<file path="src/rtl/soin_gshare_predictor.sv">
// gshare direction predictor: speculative GHR XOR PC indexes a 2-bit counter PHT.
// Counters are trained from the meta carried back by execute; an init walker clears the PHT after reset.
//
// state   | meaning
// S_INIT  | walker writes 2'b01 to every PHT entry; lookups and updates ignored
// S_READY | lookups, updates and GHR tracking active
module soin_gshare_predictor #(
    parameter int IDX_W   = 10,
    parameter int GHR_LEN = 10,
    localparam int META_W = GHR_LEN + 2 + IDX_W
) (
    input  logic              clk,
    input  logic              reset,
    input  logic              bp_stall,
    input  logic              lookup_valid,
    input  logic [31:0]       lookup_PC,
    input  logic              fetch_is_cond,
    output logic              bp_ready,
    output logic              pred_valid,
    output logic              p_dir,
    output logic [META_W-1:0] p_meta,
    input  logic              upd_valid,
    input  logic              upd_taken,
    input  logic              upd_miss,
    input  logic [META_W-1:0] upd_meta,
    output logic [GHR_LEN-1:0] ghr_spec
);

    localparam int PHT_DEPTH = 1 << IDX_W;

    typedef enum logic {S_INIT, S_READY} state_t;

    state_t               r_state;
    logic [IDX_W-1:0]     r_init_ptr;
    logic                 r_bp_ready;
    logic                 r_pred_valid;
    logic                 r_p_dir;
    logic [META_W-1:0]    r_p_meta;
    logic [GHR_LEN-1:0]   r_ghr_spec;
    logic [1:0]           r_pht [PHT_DEPTH];

    logic                 w_ready;
    logic                 w_upd_en;
    logic [IDX_W-1:0]     w_upd_idx;
    logic [1:0]           w_upd_ctr;
    logic [GHR_LEN-2:0]   w_upd_ghr_low;
    logic [1:0]           w_upd_new_ctr;
    logic                 w_pht_we;
    logic [IDX_W-1:0]     w_pht_waddr;
    logic [1:0]           w_pht_wdata;
    logic                 w_lkp_en;
    logic [IDX_W-1:0]     w_lkp_idx;
    logic [1:0]           w_lkp_ctr;
    logic                 w_unused;

    assign w_ready       = (r_state == S_READY);
    assign w_upd_en      = w_ready & upd_valid;
    assign w_upd_idx     = upd_meta[IDX_W-1:0];
    assign w_upd_ctr     = upd_meta[IDX_W+1:IDX_W];
    assign w_upd_ghr_low = upd_meta[META_W-2:IDX_W+2];

    always_comb begin
        w_upd_new_ctr = w_upd_ctr;
        if (upd_taken) begin
            if (w_upd_ctr != 2'b11) w_upd_new_ctr = w_upd_ctr + 2'b01;
        end else begin
            if (w_upd_ctr != 2'b00) w_upd_new_ctr = w_upd_ctr - 2'b01;
        end
    end

    // Single write port shared by the init walker and the training path
    assign w_pht_we    = (r_state == S_INIT) | w_upd_en;
    assign w_pht_waddr = (r_state == S_INIT) ? r_init_ptr : w_upd_idx;
    assign w_pht_wdata = (r_state == S_INIT) ? 2'b01 : w_upd_new_ctr;

    assign w_lkp_en  = w_ready & lookup_valid & ~bp_stall;
    assign w_lkp_idx = lookup_PC[IDX_W+1:2] ^ IDX_W'(r_ghr_spec);
    // Write-first: a same-cycle training write to the looked-up entry is forwarded
    assign w_lkp_ctr = (w_pht_we && (w_pht_waddr == w_lkp_idx)) ? w_pht_wdata
                                                                 : r_pht[w_lkp_idx];

    assign w_unused = ^{lookup_PC[31:IDX_W+2], lookup_PC[1:0], upd_meta[META_W-1]};

    always_ff @(posedge clk) begin
        if (w_pht_we) r_pht[w_pht_waddr] <= w_pht_wdata;
    end

    always_ff @(posedge clk or posedge reset) begin
        if (reset) begin
            r_state      <= S_INIT;
            r_init_ptr   <= '0;
            r_bp_ready   <= 1'b0;
            r_pred_valid <= 1'b0;
            r_p_dir      <= 1'b0;
            r_p_meta     <= '0;
            r_ghr_spec   <= '0;
        end else begin
            case (r_state)
                S_INIT: begin
                    r_init_ptr <= r_init_ptr + 1'b1;
                    if (r_init_ptr == '1) begin
                        r_state    <= S_READY;
                        r_bp_ready <= 1'b1;
                    end
                end
                S_READY: r_bp_ready <= 1'b1;
                default: r_state <= S_INIT;
            endcase

            if (!bp_stall) begin
                r_pred_valid <= w_lkp_en;
                if (w_lkp_en) begin
                    r_p_dir  <= w_lkp_ctr[1];
                    r_p_meta <= {r_ghr_spec, w_lkp_ctr, w_lkp_idx};
                end
            end

            if (w_upd_en && upd_miss)
                r_ghr_spec <= {w_upd_ghr_low, upd_taken};
            else if (r_pred_valid && fetch_is_cond && !bp_stall)
                r_ghr_spec <= {r_ghr_spec[GHR_LEN-2:0], r_p_dir};
        end
    end

    assign bp_ready   = r_bp_ready;
    assign pred_valid = r_pred_valid;
    assign p_dir      = r_p_dir;
    assign p_meta     = r_p_meta;
    assign ghr_spec   = r_ghr_spec;

endmodule
</file>
<file path="config.mk">
export PLATFORM = sky130hd
export DESIGN_NAME = soin_gshare_predictor
export DESIGN_NICKNAME = d
export VERILOG_FILES = /design/src/rtl/soin_gshare_predictor.sv
export SDC_FILE = /design/constraint.sdc
export NUM_CORES = 2
export LEC_CHECK = 0
export CAP_MARGIN = 20
export CORE_UTILIZATION = 65
export CTS_BUF_LIST = sky130_fd_sc_hd__clkbuf_2
export DETAILED_ROUTE_END_ITERATION = 10
export PLACE_DENSITY_LB_ADDON = 0.08
export RECOVER_POWER = 25
export SYNTH_ARGS = -nofsm -noshare
export SYNTH_HDL_FRONTEND = slang
export SYNTH_SLANG_ARGS = --single-unit
export TNS_END_PERCENT = 100
</file>
<file path="constraint.sdc">
create_clock -name clk -period 55.6 [get_ports clk]
set_input_delay 5.56 -clock clk [delete_from_list [all_inputs] [get_ports clk]]
set_output_delay 5.56 -clock clk [all_outputs]
set_load 0.1 [all_outputs]
</file>
Word level (Yosys, flattened, before mapping)

Memory sizes are Yosys's and may differ from the RTL's.
Cells that the tools add are included.

Add/subtract/negate cells: 3
Equality and inequality tests: 4
Mux-type cells: 14
Bitwise gates (word level): 7
Reductions and logical operators: 8

Operators by type and width:

| cell                                                                     | number |
|---|---|
| 10-bit 2-to-1 mux                                                        | 3 |
| 10-bit by 1-bit adder with 10-bit output (second input constant)         | 1 |
| 10-bit equality test                                                     | 1 |
| 10-bit equality test (second input constant)                             | 1 |
| 2-bit 2-to-1 mux                                                         | 5 |
| 10-bit bitwise XOR                                                       | 1 |
| 1-bit 2-to-1 mux                                                         | 5 |
| 1-bit logical AND                                                        | 4 |
| 2-bit nonzero test                                                       | 2 |
| 1-bit bitwise AND                                                        | 3 |
| 2-bit by 1-bit adder with 2-bit output (second input constant)           | 1 |
| 2-bit by 1-bit inequality test with 1-bit output (second input constant) | 1 |
| 2-bit inequality test (second input constant)                            | 1 |
| 1-bit NOT                                                                | 2 |
| 1-bit one-hot mux with 2 select lines                                    | 1 |
| 2-bit AND reduction                                                      | 1 |
| 2-bit by 1-bit subtractor with 2-bit output (second input constant)      | 1 |
| 1-bit logical NOT                                                        | 1 |
| 1-bit bitwise OR                                                         | 1 |

Bits in registers: 46
RAM bits: 2048
Input port bits: 62
Output and inout port bits: 35
Word-level logic and storage cells: 44
Memories kept: 1

Memory list:

| name  | depth | bits a word | read ports | clocked after Yosys merged registers in | write ports | line | RTL |
|---|---|---|---|---|---|---|---|
| r_pht | 1024  | 2           | 1          | 0                                       | 1           | 40   | `logic [1:0] r_pht [PHT_DEPTH];` |

Longest topological paths before layout

Word-level depth: 5
Mapped depth: 14

Worst setup path before layout

Ideal clock, no wire load.

Path kind: in2reg
Start point: in upd_meta[10]
End point: mem r_pht[0][1], data pin
Library setup time: 8471 ps
Arrival time: 46376 ps
Setup slack: 753 ps
Stages on the path: 2
Buffers on the path: 0
Cells stage by stage: nand2_1 > a21boi_0

Cells in the longest elaborated chain, start to end: 4
Elaborated cells on any way between the ends: 8
Classes of those cells: add/sub: 2; eq/ne: 1; mux: 4; reduce/logical: 1

RTL lines:

| item                                                                      | line   | RTL |
|---|---|---|
| start: declaration                                                        | 25     | `input logic [META_W-1:0] upd_meta,` |
| 2-bit by 1-bit subtractor with 2-bit output, or another cell as far along | 67     | `if (w_upd_ctr != 2'b00) w_upd_new_ctr = w_upd_ctr - 2'b01;` |
| 2-bit 2-to-1 mux, on equally long branches                                | 67, 65 |  |
| 2-bit 2-to-1 mux (*)                                                      | 64     | `if (upd_taken) begin` |
| 2-bit 2-to-1 mux (*)                                                      | 74     | `assign w_pht_wdata = (r_state == S_INIT) ? 2'b01 : w_upd_new_ctr;` |
| net w_pht_wdata[1]                                                        | 50     | `logic [1:0] w_pht_wdata;` |
| end: declaration                                                          | 40     |  |

Mark *: on every way through the listed nets, which the timed path passes. The rest lies on a longest branch.

Worst setup path after layout

Start point: in upd_taken
End point: mem r_pht[888][0], data pin

Cells in the longest elaborated chain, start to end: 2

RTL lines:

| item               | line | RTL |
|---|---|---|
| start: declaration | 23   | `input logic upd_taken,` |
| 2-bit 2-to-1 mux   | 64   |  |
| 2-bit 2-to-1 mux   | 74   |  |
| net w_pht_wdata[0] | 50   |  |

The timed path passes the listed nets, and every way through them passes these cells.

==> out/metrics.sh <==
FIRST_PASS_ITERS=6
FIRST_ITER_VIOLATIONS=6800
MAX_CAP_VIOLATION_COUNT=12
DP_HPWL_MM=116
SYNTH_CELLS=5653
MAX_H_TREE_LEVEL=6
MAX-CLOCK-PATH-BUFFERS=4
GLOBAL_ROUTE.USAGE.TOTAL_PCT=33.5
SETUP_VIOLATIONS=0
DR_TOTAL_VIAS=51900
GRT_START_MAX_NET_PINS=254
STDCELL_COUNT=8015
SYNTH-MAIN-FF-CELL='edfxtp_1'
CTSHOLDBUFFERS=0
SYNTH_SIMPLE_GATE_AREA_SHARE_PCT=6.74
SYNTH_TOP_FAMILY_BY_AREA='multiplexers'
POSTSYNTHAREAPERCELL_SQ_UM=15.1
SYNTH-ADDER-AREA-SHARE_PCT=0.0147
YOSYSSEQAREASHARE_PCT=73.5
FLOORPLAN.CORE_AREA_SQ_UM=130000
CPPEAKSTAGEDELAY_NS=6.88
GRT_OVERFLOW=0
SYNTH_MOST_COMMON_CELL='edfxtp_1'
SYNTH_EDF_COUNT=2048
YS_TOP_CELLS_BY_AREA='edfxtp_1 (72%), mux2i_1 (12%), nor2_1 (4.5%)'
SYNTH_COMPOUND_AREA_SHARE_PCT=4.61
SYNTH_NETS=5716
CRIT_SLOWEST_CELL='clkbuf_1'
POWER.DENSITY_CELL_AREA_nW_PER_UM2=30.0
POST_CTS_RESIZE_COUNT=0
WORST_SLEW_MARGIN_REL_PCT=-562
CRITPATHREQUIREDTIME_NS=55.60
FINISH.INSTANCE_AREA_SQ_UM=92200
FINALSETUPTNS_NS=0
TIMING.HOLD.WORST.CLASS='reg -> reg'
SETUP.WORST_PATH.END_CLASS='flip-flop'
STATUS='complete, but fails checks'
POST-CTS-SETUP-BUFFERS=0
FP.DIEW_UM=364
TRITONCTS_CLOCK_TREE='done'
STARTING_DENSITY_PCT=65.6
CRITICAL_PATH.CELL_CHAIN='dlygate4sd3_1 > a21oi_1 > o21ai_4 > clkbuf_1 > clkbuf_1'
VIAS_IN_THE_FIRST_GLOBAL_ROUTE=51200
TIMING.CRITICAL_PATH.FANOUT_MAX=253
SYNTHXORXNORAREAFRAC_PCT=0.400
RATIO_OF_FINAL_MINIMUM_PERIOD_TO_CLOCK_PERIOD_PCT=28.1
CRITICAL_PATH.STARTPOINT='upd_taken'
SLEW_VIOLATIONS=975
COUNT_OF_STATE_ELEMENTS_AFTER_SYNTHESIS=2093
PLACE_CONGESTION=0.867
WORST-ENDPOINT-ARRIVAL_NS=15.60
PLACE.PORT_BUFFERS=73
YOSYSUNIQUECELLTYPES=48
CRIT_PATH_START_KIND='input port'
VIOLATIONS='max-capacitance violations, max-slew violations'
SYNTH_LARGEST_TYPE_AREA_FRACTION_PCT=72.2
CRITICAL-PATH-TOP-CELL-BY-COUNT='clkbuf_1'
SYN_TO_FINAL_GROWTH_PCT=8.22
MIN_PERIOD_NS=15.61
AVGVIACOUNTPERCELL=6.47
NUM_ROWS=132
CRITICAL-PATH-TOP-DELAY-FAMILY='buffers and inverters'
MIN-DELAY-START='r_init_ptr[2]$_DFFE_PP0N_'
CRIT_TYPE='in -> reg'
POST_SYNTH_MUX_AREA_SHARE_PCT=12.4
RSZ0062_AT_GRT='no'
FINAL.SETUP_SKEW_NS=0.103
FLOORPLAN.DIE_AREA_SQ_UM=132000
REMAINING_DRC_ERRORS=0
IO_PINS=97
TRITONCTS_NUM_SINKS=2093
RATIO_OF_CELLS_WITH_DRIVE_ABOVE_1_IN_THE_FINAL_LAYOUT_PCT=15.3
NETLIST_AREA_SQ_UM=85200
SYNTH_AREA_LEADER_CELL='edfxtp_1'
CLKSLEWWORSTSETUPHOLDPATHS_NS=0.10
POSTPLACECELLAREA_SQ_UM=87600
WORST_SKEW_PAIR.LATE_LATENCY_NS=1.76
ANTENNA_VIOLATING_NETS_POST_ROUTE=0
YOSYS_WARNINGS=0
DIE_HEIGHT_UM=364
ASYNC_RESET_FF_SHARE_PCT=2.15
POSTROUTEWIRELENGTH_MM=222
SLEW_AT_THE_PIN_CLOSEST_TO_ITS_MAX_SLEW_LIMIT_NS=9.92
NET_COUNT_REPORTED_AT_FINISH=6010
ANTENNA_FOUND_INITIAL=10
CRIT_BUF_INV=3
GRT_FIRST_PASS_WIRELENGTH_MM=319
FMAXACHIEVABLE_MHz=64.1
IR_DROP_mV=0.0248
FINALPOWER_W=0.00276
NUMCTSBUFFERS=535
FINALHOLDVIOLATIONS=0
CTS_ROOT_BUFFER='clkbuf_2'
DP.CELLS=7131
WL_PER_CELL_UM=27.7
REG2REG_FROM='r_state$_DFF_PP0_'
NETLIST_TOP_CELLS_COUNT='edfxtp_1 (2048), mux2i_1 (1038), nor2_1 (1025)'
LEAKAGE_nW=32.0
## placed cells by master, fill, tap and decap left out, types with 4 or more instances in the layout
master	n
dfrtp_1	45
nand3_1	10
nand3_4	8
nand2_4	6
inv_1	6
o21ai_0	23
clkbuf_1	20
inv_2	21
buf_4	86
buf_12	8
a21oi_1	4
clkdlybuf4s50_1	64
nand2_2	11
xnor2_1	26
mux2_2	14
dlygate4sd3_1	9
edfxtp_1	2048
or3_1	4
nand2_1	85
diode_2	10
nand2b_1	9
buf_16	19
xor2_1	7
bufinv_16	6
nor2_1	1025
a31oi_1	5
clkbuf_2	744
mux2i_1	1038
or2_2	4
clkinv_1	74
o22ai_1	577
nor3_1	58
nor4_1	138
or3_2	8
clkinv_2	8
## metrics by stage
stage | hold WS [ns] | util [%] | setup WS [ns]
after floorplan | 0.452 | - | 0.753
after global placement | 0.457 | 67.3 | 41.96
after detailed placement | 0.470 | 67.5 | 41.90
after CTS | 0.488 | 70.8 | 43.78
after global routing | 0.513 | 71.0 | 39.24
final | 0.488 | 71.0 | 39.99
## path summary, 6_finish.rpt
check | endpoint | slack [ns] | cells past startpoint
min | r_init_ptr[2]$_DFFE_PP0N_ | 0.49 | 1
min reg2reg | r_init_ptr[2]$_DFFE_PP0N_ | 0.49 | 1
max in group asynchronous | p_meta[4]$_DFFE_PP0P_ | 48.96 | 3
min in group asynchronous | ghr_spec[1]$_DFFE_PP0P_ | 4.24 | 2
max | r_pht[888][0]$_DFFE_PP_ | 39.99 | 5
max reg2reg | r_pht[888][0]$_DFFE_PP_ | 43.41 | 4
## flip-flops by register name (all words and copies together), names as in the netlist
| name | cells |
|---|---|
| r_pht | 2048 |
| r_init_ptr | 10 |
| bp_ready | 1 |
| p_meta | 22 |
| r_state | 1 |
| ghr_spec | 10 |
| pred_valid | 1 |
## area by class of cell
class	count	area [sq um]
fill	8956	37700
multi-input combinational	3103	20800
clock buffer	744	3720
antenna	10	25.0
clock inverter	109	577
tap	1742	2180
timing repair buffer	208	2160
sequential	2093	62600
inverter	6	22.5
## power by group
group / internal (W) / switching (W) / leakage (nW)
clock: 0.000382 / 0.000587 / 3.41
combinational: 0.0000319 / 0.0000585 / 9.15
sequential: 0.00170 / 0 / 19.5
## kinds of logic after synthesis
logic type | after synthesis
buffers and inverters | 457
flip-flops | 2093
XOR/XNOR | 38
AND/OR/NAND/NOR | 1383
adder cells (fa/ha/maj) | 1
AO/OA/AOI/OAI | 628
multiplexers | 1053
## worst register-to-register path, stage by stage (launching register included)
cell and delay [ns]:
dfrtp_1 0.38, clkbuf_1 0.76, o21ai_4 0.24, clkbuf_1 1.88, clkbuf_1 6.89
## layer usage
metal  routed length (um)  track usage [%]  vias up
li1                     -                -    22500
met3                23100             7.52      490
met5                   13                0        -
met2               106000             53.0     3000
met1                82700             44.3    25800
met4                 9410             16.1        2
(Power assumes the default switching activity.)
